===== src/rtl/seq_divider_32bit.sv =====
// seq_divider_32bit: multi-cycle 32-bit non-restoring divider, one quotient
// bit per clock, start/done handshake. Quotient feeds LO, remainder feeds HI.
// Optional feature macro: DIV_SIGNED_EN enables two's-complement operation
// selected by i_signed; when undefined every operation is unsigned.
module seq_divider_32bit (
    input  logic        clk,
    input  logic        clr_n,
    input  logic        i_start,
    input  logic        i_signed,
    input  logic [31:0] i_dividend,
    input  logic [31:0] i_divisor,
    output logic [31:0] o_quotient,
    output logic [31:0] o_remainder,
    output logic        o_busy,
    output logic        o_done,
    output logic        o_div_by_zero
);

    typedef enum logic [1:0] {
        S_IDLE,
        S_RUN,
        S_FIX,
        S_DONE
    } state_t;

    state_t      r_state;
    logic [32:0] r_p;      // partial remainder, two's complement
    logic [31:0] r_q;      // dividend shifting out / quotient shifting in
    logic [31:0] r_d;      // divisor magnitude
    logic [5:0]  r_cnt;

    logic [31:0] w_dvd_mag;
    logic [31:0] w_dvs_mag;
    logic [32:0] w_p_shift;
    logic [32:0] w_p_next;
    logic [31:0] w_rem_corr;
    logic [31:0] w_quo_res;
    logic [31:0] w_rem_res;

`ifdef DIV_SIGNED_EN
    logic        r_q_neg;
    logic        r_r_neg;
    logic        w_dvd_neg;
    logic        w_dvs_neg;

    assign w_dvd_neg = i_signed & i_dividend[31];
    assign w_dvs_neg = i_signed & i_divisor[31];
    assign w_dvd_mag = w_dvd_neg ? (32'd0 - i_dividend) : i_dividend;
    assign w_dvs_mag = w_dvs_neg ? (32'd0 - i_divisor)  : i_divisor;
`else
    logic        w_unused_signed;

    assign w_unused_signed = i_signed;
    assign w_dvd_mag       = i_dividend;
    assign w_dvs_mag       = i_divisor;
`endif

    // One non-restoring step: shift {P,Q} left, then subtract D when P was
    // non-negative, add D when it was negative.
    assign w_p_shift  = {r_p[31:0], r_q[31]};
    assign w_p_next   = r_p[32] ? (w_p_shift + {1'b0, r_d})
                                : (w_p_shift - {1'b0, r_d});

    // Final remainder correction; only the low 32 bits reach the output.
    assign w_rem_corr = r_p[32] ? (r_p[31:0] + r_d) : r_p[31:0];

`ifdef DIV_SIGNED_EN
    assign w_quo_res  = r_q_neg ? (32'd0 - r_q)        : r_q;
    assign w_rem_res  = r_r_neg ? (32'd0 - w_rem_corr) : w_rem_corr;
`else
    assign w_quo_res  = r_q;
    assign w_rem_res  = w_rem_corr;
`endif

    // Control FSM, iteration datapath and registered outputs.
    always_ff @(posedge clk or negedge clr_n) begin
        if (!clr_n) begin
            r_state       <= S_IDLE;
            r_p           <= '0;
            r_q           <= '0;
            r_d           <= '0;
            r_cnt         <= '0;
`ifdef DIV_SIGNED_EN
            r_q_neg       <= 1'b0;
            r_r_neg       <= 1'b0;
`endif
            o_quotient    <= '0;
            o_remainder   <= '0;
            o_busy        <= 1'b0;
            o_done        <= 1'b0;
            o_div_by_zero <= 1'b0;
        end else begin
            case (r_state)
                S_IDLE: begin
                    if (i_start) begin
                        o_busy <= 1'b1;
                        if (i_divisor == 32'd0) begin
                            // Raw dividend parked in r_q; published from DONE.
                            r_q     <= i_dividend;
                            r_state <= S_DONE;
                        end else begin
                            r_q     <= w_dvd_mag;
                            r_d     <= w_dvs_mag;
                            r_p     <= '0;
                            r_cnt   <= '0;
`ifdef DIV_SIGNED_EN
                            r_q_neg <= w_dvd_neg ^ w_dvs_neg;
                            r_r_neg <= w_dvd_neg;
`endif
                            r_state <= S_RUN;
                        end
                    end
                end
                S_RUN: begin
                    r_p   <= w_p_next;
                    r_q   <= {r_q[30:0], ~w_p_next[32]};
                    r_cnt <= r_cnt + 6'd1;
                    if (r_cnt == 6'd31) begin
                        r_state <= S_FIX;
                    end
                end
                S_FIX: begin
                    o_quotient    <= w_quo_res;
                    o_remainder   <= w_rem_res;
                    o_div_by_zero <= 1'b0;
                    o_done        <= 1'b1;
                    r_state       <= S_DONE;
                end
                S_DONE: begin
                    // DONE entered with o_done low only on the divide-by-zero
                    // path: publish its results here, one cycle after start.
                    if (o_done) begin
                        o_done  <= 1'b0;
                        o_busy  <= 1'b0;
                        r_state <= S_IDLE;
                    end else begin
                        o_quotient    <= '1;
                        o_remainder   <= r_q;
                        o_div_by_zero <= 1'b1;
                        o_done        <= 1'b1;
                    end
                end
                default: begin
                    r_state <= S_IDLE;
                end
            endcase
        end
    end

endmodule


===== config.mk =====
export PLATFORM = sky130hd
export DESIGN_NAME = seq_divider_32bit
export DESIGN_NICKNAME = d
export VERILOG_FILES = /design/src/rtl/seq_divider_32bit.sv
export SDC_FILE = /design/constraint.sdc
export NUM_CORES = 1
export LEC_CHECK = 0
export ABC_AREA = 1
export ABC_CLOCK_PERIOD_IN_PS = 5050
export CAP_MARGIN = 10
export CORE_MARGIN = 2
export CORE_UTILIZATION = 60
export DETAILED_ROUTE_END_ITERATION = 7
export MAX_ROUTING_LAYER = met4
export PLACE_DENSITY = 0.84
export SETUP_SLACK_MARGIN = 0.05
export SYNTH_ARGS = -nofsm -noshare
export SYNTH_HDL_FRONTEND = slang
export SYNTH_SLANG_ARGS = --single-unit

===== constraint.sdc =====
create_clock -name clk -period 5.05 [get_ports clk]
set_input_delay 1.01 -clock clk [delete_from_list [all_inputs] [get_ports clk]]
set_output_delay 1.01 -clock clk [all_outputs]
set_load 0.05 [all_outputs]

==> parameters.txt <==
Parameter                              Value

Worst setup path
  Cell repeated most along the worst path ... nand2_1
  CP startpoint kind ... flop
  Worst path arrival time ... 3.95 ns
  Highest cell delay on the worst timing path ... 0.44 ns
  Crit end category ... flop
  Worst Path Class, Setup ... reg2reg
  R2R depth ... 24
  Required time reported for the critical path endpoint ... 5.39 ns
  Maximum fanout count along the critical path ... 5
  Cells traversed along the worst timing path ... inv_1 > ha_1 > nand2_2 > nor2_4 > nand4_2 > nor2_2 > inv_2 > nor3_2 > nor2_1 > xor2_1 > ha_1 > nand2_1 > nor2_1 > nand2_1 > nand2_1 > nand2_1 > nand2_1 > inv_1 > nand2_1 > inv_1 > nand2_2 > nand3_1 > nand2_1 > nand2_1
  Standard cell with the maximum stage delay on the critical path ... dfrtp_1

Floorplan
  Die outline height ... 151 um
  Die span in x ... 151 um
  Initial cell density of the core ... 61.3%
  IO Pins ... 135
  Standard cell core area ... 0.0210 mm2
  Die ar. ... 0.0227 mm2
  Total number of placement rows ... 53

Clock tree
  Buffer count from post-CTS setup fixing ... 0
  CTS Hold Buffers Added ... 0
  Clock insertion delay at the later pin of the skew report ... 0.45 ns
  TritonCTS Sinks ... 172
  Maximum clock insertion buffer count ... 2
  Inserted Clock Buffers ... 17
  CTS root buffer ... clkbuf_16
  CTS H-tree lvls ... 4
  Count of cells resized by post-cts repair ... 0
  Worst-path clk slew ... 0.09 ns
  Clock tree from TritonCTS ... yes

Timing
  Sum of negative setup slack ... 0 ns
  Least-Margin Pin Slew ... 1.04 ns
  Fin Clk Skew ... 0.0178 ns
  Final worst-path cycle share ... 71.6%
  Worst-case headroom to the max-slew limit ... 30.7%
  Final critical delay including setup and external delays ... 3.61 ns
  Maximum frequency from static timing analysis ... 277 MHz
  Final Slew Violations ... 0
  RSZ-0062 raised after global routing ... no
  Final setup violating endpoints ... 0
  Number of failing hold endpoints at the final stage ... 0

Synthesis
  Number of enable flip-flop cells after synthesis ... 0
  Total standard cell area after synthesis ... 0.0129 mm2
  Sequential element share of the synthesized area ... 33.4%
  Avg Synthesized Cell Area ... 6.64 um2
  Flip-flop and latch count after synthesis ... 172
  Distinct cell type count of the synthesized netlist ... 47
  Syn_nets ... 2078
  Number of warnings reported in the yosys synthesis log ... 0
  Most used DFF post-synth ... dfrtp_1
  Synthesized instance count ... 1939
  Asr flop ratio synth ... 100%

Power and ir drop
  Pwr Total ... 12.0 mW
  Power per Cell Area ... 803 mW/mm2
  Pleak ... 7.74 nW
  Worst IR drop on VDD ... 0.000763 V

Final layout
  Count of nets after finishing ... 2176
  Number of diodes added for antenna fixing ... 0
  Filler Cells Inserted ... 1796
  Combined area of the multi-input logic cells ... 0.00729 mm2
  Ratio of cells with drive above 1 in the final layout ... 4.10%
  Area added between synthesis and finish ... 16.2%
  Sequential cell area in the final layout ... 0.00430 mm2

Hold path
  Hold Path Cell Cnt ... 2
  Class of the tightest hold or removal check ... reg2reg

Routing
  DR pass1 iterations ... 5
  Detailed-route wire length per cell ... 17.0 um
  Wire length reported by the detailed router ... 39600 um
  Post-detailed-route via-to-cell ratio ... 5.63
  Antenna Violating Nets Remaining ... 0
  Final routed DRC violation total ... 0
  Via count ... 13096
  Starting DRC count in detailed routing ... 1098

Global route
  Via count of the first global-routing pass ... 12468
  Antenna violations before repair ... 0
  Largest net degree at the start of global routing ... 94
  Gr usage total ... 36.3%
  Residual overflow from global routing ... 0
  Wire length of the first global-routing pass ... 62300 um

Place
  Dpl hpwl ... 29900 um
  Final Wtd Congestion ... 0.948
  IO buf count ... 133

Status
  Status ... complete, no violations

Job
  Number of max-cap violations ... 0
metrics by stage:
stage / hold WS (ns) / utilization [%] / area, um2 / worst slack, ns / cells
6_report: 0.481 / 71.2 / 15000 / 1.44 / 2325
5_1_grt: 0.505 / 71.2 / 15000 / 1.17 / 2325
4_1_cts: 0.482 / 71.2 / 15000 / 1.50 / 2325
3_5_place_dp: 0.462 / 68.2 / 14300 / 1.35 / 2293
3_3_place_gp: 0.457 / 68.2 / 14300 / 1.49 / 2293
2_1_floorplan: 0.471 / - / 12900 / 2.26 / 1939
cell usage in the layout, fill, tap and decap left out, types with 5 or more instances in the layout:
master           Yosys  final
nand3_1             82     82
inv_8                0      6
clkdlybuf4s50_1      0    132
dfrtp_1            172    172
nor3_1              12     12
o21bai_1             6      6
o211ai_1            54     54
o21ai_0            158    158
a21oi_1            116    116
nand2_1            652    650
ha_1                69     68
inv_2                8      8
nand2_2             13     15
nor2_2               5      5
o21ai_1             21     21
xnor2_1             18     18
clkbuf_16            0     17
xor2_1              31     31
nand3b_1             7      7
inv_1              261    261
nor2_1             134    134
nand4_1             19     19
buf_4                2      6
worst max-delay path: cells and delay by family, from the launching register on:
kind                     cells  cell delay (ns)
adder cells (fa/ha/maj)      2             0.55
AND/OR/NAND/NOR             17             2.02
buffers and inverters        4             0.32
XOR/XNOR                     1             0.16
flip-flops                   1             0.44
flip-flops by register name, indices dropped and copies added, names as in the netlist:
name / flops
r_p: 33
o_quotient: 32
o_remainder: 32
r_d: 32
r_q: 32
r_cnt: 6
r_state: 2
o_busy: 1
o_div_by_zero: 1
o_done: 1
metal layers:
metal,part of all wire [%],global-route usage (%),vias to the layer above
met2,47,57.5,487
met3,6.8,5.21,96
met4,3.8,14.6,0
met5,0,-,-
met1,43,47.2,6092
li1,-,-,6421
Yosys cell counts (4+ instances only):
cell type | instances | share of area [%]
nor4_1 | 4 | 0.19
nand3_1 | 82 | 3.2
nand4_1 | 19 | 0.92
a21oi_1 | 116 | 4.5
buf_1 | 4 | 0.12
xor2_1 | 31 | 2.1
o21ai_0 | 158 | 6.1
nor2_2 | 5 | 0.24
nor2_1 | 134 | 3.9
xnor2_1 | 18 | 1.2
clkbuf_1 | 23 | 0.67
buf_2 | 31 | 1.2
o21bai_1 | 6 | 0.35
a21o_1 | 4 | 0.23
inv_1 | 261 | 7.6
o211ai_1 | 54 | 3.1
dfrtp_1 | 172 | 33
nand2_1 | 652 | 19
nor3_1 | 12 | 0.47
o21ai_1 | 21 | 0.82
nand3b_1 | 7 | 0.41
nand2_2 | 13 | 0.63
inv_2 | 8 | 0.23
ha_1 | 69 | 6.7
cell families after synthesis:
logic type | Yosys count | share of synthesized area [%]
AND/OR/NAND/NOR | 944 | 30.1
AO/OA/AOI/OAI | 373 | 16.1
buffers and inverters | 330 | 10.0
flip-flops | 172 | 33.4
adder cells (fa/ha/maj) | 71 | 7.01
XOR/XNOR | 49 | 3.33
path summary, 6_finish.rpt:
check	startpoint	end	slack (ns)
setup / recovery	r_d[1]$_DFFE_PN0P_	r_q[0]$_DFFE_PN0P_	1.44
hold / removal	o_remainder[13]$_DFFE_PN0P_	o_remainder[13]$_DFFE_PN0P_	0.48
max in group asynchronous	clr_n	o_remainder[21]$_DFFE_PN0P_	3.45
hold reg to reg	o_remainder[13]$_DFFE_PN0P_	o_remainder[13]$_DFFE_PN0P_	0.48
setup reg to reg	r_d[1]$_DFFE_PN0P_	r_q[0]$_DFFE_PN0P_	1.44
min in group asynchronous	clr_n	r_cnt[5]$_DFFE_PN0P_	0.60
final cells by class:
cell class	instances	share of cell area (%)
flip-flops and latches	172	28.8
multi-input cells	1437	48.7
clock inverters	15	1.26
clock buffers	17	2.84
well taps	275	2.30
repair buffers	140	9.34
inverters	269	6.75
report_power, final:
| group | total (mW) | internal, mW | switching [mW] | leakage [nW] |
|---|---|---|---|---|
| combinational | 8.03 | 2.61 | 5.42 | 5.29 |
| clock | 1.38 | 0.680 | 0.695 | 0.292 |
| sequential | 2.61 | 2.01 | 0.605 | 2.16 |
| total | 12.0 | 5.30 | 6.72 | 7.74 |
No activity file was read; power rests on OpenSTA's default activity.
